`config.mk`:
```
export PLATFORM = sky130hd
export DESIGN_NAME = g15_power_sequencer
export DESIGN_NICKNAME = d
export VERILOG_FILES = /design/src/rtl/g15_power_sequencer.sv
export SDC_FILE = /design/constraint.sdc
export NUM_CORES = 1
export LEC_CHECK = 0
export CAP_MARGIN = 30
export CELL_PAD_IN_SITES_DETAIL_PLACEMENT = 0
export CELL_PAD_IN_SITES_GLOBAL_PLACEMENT = 2
export CORE_MARGIN = 2
export CORE_UTILIZATION = 25
export CTS_BUF_LIST = sky130_fd_sc_hd__clkbuf_8
export CTS_CLUSTER_DIAMETER = 150
export DETAILED_ROUTE_END_ITERATION = 10
export PLACE_DENSITY = 0.64
export SETUP_SLACK_MARGIN = 0.5
export SLEW_MARGIN = 0
export SYNTH_ARGS = -nofsm -noshare
export SYNTH_HDL_FRONTEND = slang
export SYNTH_SLANG_ARGS = --single-unit
```
`constraint.sdc`:
```
create_clock -name CLOCK -period 5.9 [get_ports CLOCK]
set_clock_uncertainty 0.2 [all_clocks]
set_input_delay 0.885 -clock CLOCK [delete_from_list [all_inputs] [get_ports CLOCK]]
set_output_delay 0.885 -clock CLOCK [all_outputs]
set_load 0.01 [all_outputs]
```
`src/rtl/g15_power_sequencer.sv`:
```
`default_nettype none
// =============================================================================
// g15_power_sequencer : timed power-up sequencer (CLEAR, ~OP/OP, ATS, NT, GO) for the G-15 core
// Rev 1.0
// =============================================================================
module g15_power_sequencer #(
  parameter int CNT_W              = 16,
  parameter int CLEAR_TICKS        = 150,
  parameter int NOOP_PRE_TICKS     = 30,
  parameter int OP_TICKS           = 60,
  parameter int NOOP_POST_TICKS    = 30,
  parameter int SETTLE_TICKS       = 120,
  parameter int ATS_TICKS          = 30,
  parameter int NT_TICKS           = 120,
  parameter int TAPE_TIMEOUT_TICKS = 60000
) (
  input  logic       CLOCK,
  input  logic       rst,
  input  logic       tick,
  input  logic       start,
  input  logic       abort,
  input  logic       mode_warm,
  input  logic       mode_skip_tt,
  input  logic       mode_auto_go,
  input  logic       PL6_WAIT_FOR_TAPE,
  output logic       PWR_CLEAR,
  output logic       PWR_NO_CLEAR,
  output logic       PWR_OP,
  output logic       PWR_NO_OP,
  output logic       PWR_ATS,
  output logic       PWR_NT,
  output logic       SW_GO,
  output logic       busy,
  output logic       done,
  output logic       fault,
  output logic [4:0] state_dbg
);

  typedef enum logic [4:0] {
    S_IDLE      = 5'd0,  S_CLEAR    = 5'd1,  S_NOOP_PRE = 5'd2,  S_OP       = 5'd3,
    S_NOOP_POST = 5'd4,  S_SETTLE_A = 5'd5,  S_ATS_TT   = 5'd6,  S_WAIT_TT  = 5'd7,
    S_SETTLE_B  = 5'd8,  S_NT       = 5'd9,  S_SETTLE_C = 5'd10, S_ATS_LD   = 5'd11,
    S_WAIT_LD   = 5'd12, S_SETTLE_D = 5'd13, S_GO       = 5'd14, S_DONE     = 5'd15,
    S_FAULT     = 5'd16
  } state_t;

  state_t           state_q, state_d, out_state_d;
  logic [CNT_W-1:0] cnt_q;
  logic             skip_q, auto_go_q, via_go_q, armed_q;
  logic             sync1_q, sync2_q, prev_q;
  logic             expired_d, fall_d, accept_d, out_go_d;

  function automatic logic [CNT_W-1:0] dur_of(input state_t s);
    case (s)
      S_CLEAR:                    dur_of = CNT_W'(CLEAR_TICKS);
      S_NOOP_PRE:                 dur_of = CNT_W'(NOOP_PRE_TICKS);
      S_OP:                       dur_of = CNT_W'(OP_TICKS);
      S_NOOP_POST:                dur_of = CNT_W'(NOOP_POST_TICKS);
      S_SETTLE_A, S_SETTLE_B,
      S_SETTLE_C, S_SETTLE_D:     dur_of = CNT_W'(SETTLE_TICKS);
      S_ATS_TT, S_ATS_LD:         dur_of = CNT_W'(ATS_TICKS);
      S_NT:                       dur_of = CNT_W'(NT_TICKS);
      S_WAIT_TT, S_WAIT_LD:       dur_of = CNT_W'(TAPE_TIMEOUT_TICKS);
      default:                    dur_of = '0;
    endcase
  endfunction

  always_comb begin
    // A loaded count of N expires on the Nth tick; a count of 0 expires at once.
    expired_d = (cnt_q == '0) || (tick && (cnt_q == CNT_W'(1)));
    fall_d    = prev_q & ~sync2_q;
    accept_d  = start && !abort &&
                (state_q == S_IDLE || state_q == S_DONE || state_q == S_FAULT);
    state_d   = state_q;
    case (state_q)
      S_IDLE, S_DONE, S_FAULT: if (accept_d) state_d = mode_warm ? S_NOOP_PRE : S_CLEAR;
      S_CLEAR:     if (expired_d) state_d = S_NOOP_PRE;
      S_NOOP_PRE:  if (expired_d) state_d = S_OP;
      S_OP:        if (expired_d) state_d = S_NOOP_POST;
      S_NOOP_POST: if (expired_d) state_d = S_SETTLE_A;
      S_SETTLE_A:  if (expired_d) state_d = skip_q ? S_ATS_LD : S_ATS_TT;
      S_ATS_TT:    if (expired_d) state_d = S_WAIT_TT;
      S_WAIT_TT:   if (armed_q) state_d = S_SETTLE_B; else if (expired_d) state_d = S_FAULT;
      S_SETTLE_B:  if (expired_d) state_d = S_NT;
      S_NT:        if (expired_d) state_d = S_SETTLE_C;
      S_SETTLE_C:  if (expired_d) state_d = S_ATS_LD;
      S_ATS_LD:    if (expired_d) state_d = S_WAIT_LD;
      S_WAIT_LD:   if (armed_q) state_d = S_SETTLE_D; else if (expired_d) state_d = S_FAULT;
      S_SETTLE_D:  if (expired_d) state_d = auto_go_q ? S_GO : S_DONE;
      S_GO:        state_d = S_DONE;
      default:     state_d = S_IDLE;
    endcase
    if (abort) state_d = S_IDLE;

    // Abort and restart-from-rest present idle outputs on the very edge they act.
    out_state_d = state_q;
    out_go_d    = via_go_q;
    if (abort || (accept_d && state_q != S_IDLE)) begin
      out_state_d = S_IDLE;
      out_go_d    = 1'b0;
    end
  end

  always_ff @(posedge CLOCK) begin
    if (rst) begin
      state_q      <= S_IDLE;
      cnt_q        <= '0;
      skip_q       <= 1'b0;
      auto_go_q    <= 1'b0;
      via_go_q     <= 1'b0;
      armed_q      <= 1'b0;
      sync1_q      <= 1'b0;
      sync2_q      <= 1'b0;
      prev_q       <= 1'b0;
      PWR_CLEAR    <= 1'b0;
      PWR_NO_CLEAR <= 1'b1;
      PWR_OP       <= 1'b0;
      PWR_NO_OP    <= 1'b1;
      PWR_ATS      <= 1'b0;
      PWR_NT       <= 1'b0;
      SW_GO        <= 1'b0;
      busy         <= 1'b0;
      done         <= 1'b0;
      fault        <= 1'b0;
      state_dbg    <= '0;
    end else begin
      sync1_q <= PL6_WAIT_FOR_TAPE;
      sync2_q <= sync1_q;
      prev_q  <= sync2_q;
      state_q <= state_d;
      if (state_d != state_q)
        cnt_q <= dur_of(state_d);
      else if (tick && cnt_q != '0)
        cnt_q <= cnt_q - CNT_W'(1);
      if (accept_d) begin
        skip_q    <= mode_skip_tt;
        auto_go_q <= mode_auto_go;
      end
      // Edges before ATS belong to a previous block and are discarded here.
      if (state_d != state_q && (state_d == S_ATS_TT || state_d == S_ATS_LD))
        armed_q <= 1'b0;
      else if (fall_d)
        armed_q <= 1'b1;
      via_go_q     <= (state_d == S_DONE) && (state_q == S_GO || via_go_q);
      PWR_CLEAR    <= (out_state_d == S_CLEAR);
      PWR_NO_CLEAR <= (out_state_d != S_CLEAR);
      PWR_OP       <= (out_state_d == S_OP);
      PWR_NO_OP    <= !(out_state_d == S_NOOP_PRE || out_state_d == S_OP ||
                        out_state_d == S_NOOP_POST);
      PWR_ATS      <= (out_state_d == S_ATS_TT || out_state_d == S_ATS_LD);
      PWR_NT       <= (out_state_d == S_NT);
      SW_GO        <= (out_state_d == S_GO) || (out_state_d == S_DONE && out_go_d);
      busy         <= !(out_state_d == S_IDLE || out_state_d == S_DONE ||
                        out_state_d == S_FAULT);
      done         <= (out_state_d == S_DONE);
      fault        <= (out_state_d == S_FAULT);
      state_dbg    <= out_state_d;
    end
  end

endmodule
`default_nettype wire
```
==> out/results.ini <==
[clock_tree]
cts_hold_buf=0
clk_pin_slew_ns=0.09
clock_sinks=43
cts_root_buffer=clkbuf_8
tritoncts=done
post_cts_resized=0
cts_setup_buffers=0
worst_skew_pair.late_latency_ns=0.30
clk_path_buf_depth=2
cts-buffers-inserted=5
htreeDepth=2

[global_routing]
antenna_found_initial=0
met1_usage_pct=19.6
grt.met3_usage_pct=1.81
met2_usage_pct=21.2
grt_max_degree=25
gr-usage-all-layers_pct=13.7
grt_pass1_vias=2224
busiest_layer=met2
grt_pass1_wl_um=12100
overflow=0

[layout]
area.growth.synth_to_final_pct=16.1
design_area_mm2=0.00297
final_common_cell=dfxtp_1
fin_nets=329
fillers=1076
num_antenna_cells=0
mostFrequentLayoutCells=dfxtp_1, nor2_1, nor3_1, clkdlybuf4s50_1, nand2_1
drive_gt1_share_pct=9.75

[worst_setup_path]
cpMaxStageDelayCell=nor2_1
r2r_end=cnt_q[4]
arrival_ns=3.86
rrSetupSlack_ns=2.13
cp-startpoint=tick
path_depth=9
end_kind=register
cp_top_family=simple AND/OR/NAND/NOR gates
path_class=input pin to register
path_cells=clkdlybuf4s50_1, a21oi_1, and2b_1, nand3_4, o31a_1, nor2_1, mux2_2, o211ai_1, a22oi_1
cp-endpoint=cnt_q[4]
cp.buffers_inverters=1
max_stage_delay_ns=0.75
cp_max_fo=14
startpoint_type=input pin
r2r_start=state_q[1]
cp.required_ns=5.84
rr_worst_depth=7

[die]
rows=36
die_y_um=105
initial_utilization_pct=25.9
die_x_um=105
ioPinCount=24
design.die.area_mm2=0.0111
core_region_area_mm2=0.00986

[job]
maxCapViolations=0

[timing]
fin_crit_sh_pct=66.5
tns_ns=0
maxSlewViolCount=0
finalHoldViolations=0
slew_headroom_pct=34.7
rsz0062_at_grt=false
setup_slack_ns=1.98
final-setup-viol-count=0
fin_crit_ns=3.92
max_freq_ghz=0.255
worstMarginPinSlew_ns=0.976

[power]
p_leak_nw=1.01
peakVddDrop_uv=174
powerDensity_mw_per_mm2=415

[min_path]
hp-start=sync2_q
min_path_type=register to register

[place]
placed_cell_area_mm2=0.00288
dp_hpwl_um=5210
dp_slack_ns=1.65
portBuffers=23
place.gp.congestion=0.824

[routing]
drt_pass1_iterations=5
num_vias=2261
final_antenna_net_count=0
drcViolationCount=0
wire_per_inst_um=15.8
drtIter0Drc=96
vias_per_cell=5.01
wl_um=7130

[yosys]
ys_seq_area_share_pct=33.6
synth_cell_types=70
yosys_warnings=0
avgSynthCellArea_um2=8.39
synth_area_mm2=0.00256
syn_nets=316
synth_edf_count=0
synth_ff_type=dfxtp_1
synthArstFlopShare_pct=0
synth-seq-cells=43
netlist_instances=305

[status]
outcome=finished clean

cells in the mapped netlist (3+ instances only):
cell type  count  area share (%)
nand3_1        9             1.8
o21ai_0       10             2.0
nor4_1         5             1.2
o211ai_1       7             2.1
nor3_1        23             4.5
or4_1          3            0.88
dfxtp_1       43              34
o32ai_1        3             1.0
nand2_1       17             2.5
xor2_1         7             2.4
a211oi_1       5             1.5
mux2i_1        4             1.6
a21o_1         3            0.88
nand3b_1       3            0.88
o31ai_1        3            0.88
mux2_2         3             1.3
nand2b_1       7             1.7
clkbuf_1       9             1.3
nor2_1        30             4.4
nand4b_1       3             1.0
a31oi_1        3            0.73
xnor2_1        8             2.7
a21oi_1       14             2.7
nor2b_1        8             2.0
o21a_1         4             1.2
buf_2          6             1.2
inv_1         12             1.8
layer usage:
metal  up-vias  wire, um
li1       1141         -
met1      1077      3570
met2        33      3260
met3        10       202
met4         0        99
met5         -         0
tightest hold or removal path: stages (launching register included):
cell and delay [ns]:
dfxtp_1 0.31, inv_1 0.06, nor2_1 0.04
logic make-up after synthesis:
logic type      count (synthesis)  synth area share (%)
fa+ha+maj                       2                 0.978
compound gates                 79                  24.1
xor+xnor                       15                  5.13
flops                          43                  33.6
mux                             7                  2.89
buf+inv                        31                  5.13
simple gates                  128                  28.2
cell type report:
type / count / area [um2] / area share, %
Clock buffer: 6 / 82.6 / 2.78
Clock inverter: 1 / 8.76 / 0.295
Inverter: 13 / 48.8 / 1.64
Multi-Input combinational cell: 231 / 1570 / 52.7
Sequential cell: 43 / 861 / 29.0
Tap cell: 133 / 166 / 5.60
Timing Repair Buffer: 24 / 238 / 8.00
report_power, final:
group	internal, mW	switching (mW)
clock	0.0944	0.108
sequential	0.345	0.0697
combinational	0.239	0.375
how the worst min path moves through the flow:
stage / slack [ns] / cells past startpoint / to
after global routing: 0.26 / 2 / prev_q
after floorplan: 0.21 / 1 / sync2_q
after detailed placement: 0.23 / 2 / prev_q
after global placement: 0.23 / 2 / prev_q
after CTS: 0.24 / 2 / prev_q
final: 0.24 / 2 / prev_q
state kept, by name (all words and copies together) (netlist names):
register / count
cnt_q: 16
state_dbg: 5
state_q: 5
PWR_ATS: 1
PWR_CLEAR: 1
PWR_NO_CLEAR: 1
PWR_NO_OP: 1
PWR_NT: 1
PWR_OP: 1
SW_GO: 1
armed_q: 1
auto_go_q: 1
busy: 1
done: 1
fault: 1
prev_q: 1
skip_q: 1
sync1_q: 1
sync2_q: 1
via_go_q: 1
metrics by stage:
stage               total power, mW  utilization (%)  hold WS, ns  cells
floorplan                     0.894                -        0.214    305
global placement               1.05             29.2        0.228    444
detailed placement             1.04             29.2        0.227    444
CTS                            1.25             30.1        0.242    451
global route                   1.34             30.1        0.258    451
finish                         1.23             30.1        0.243    451
Power figures use the tool's default switching activity.
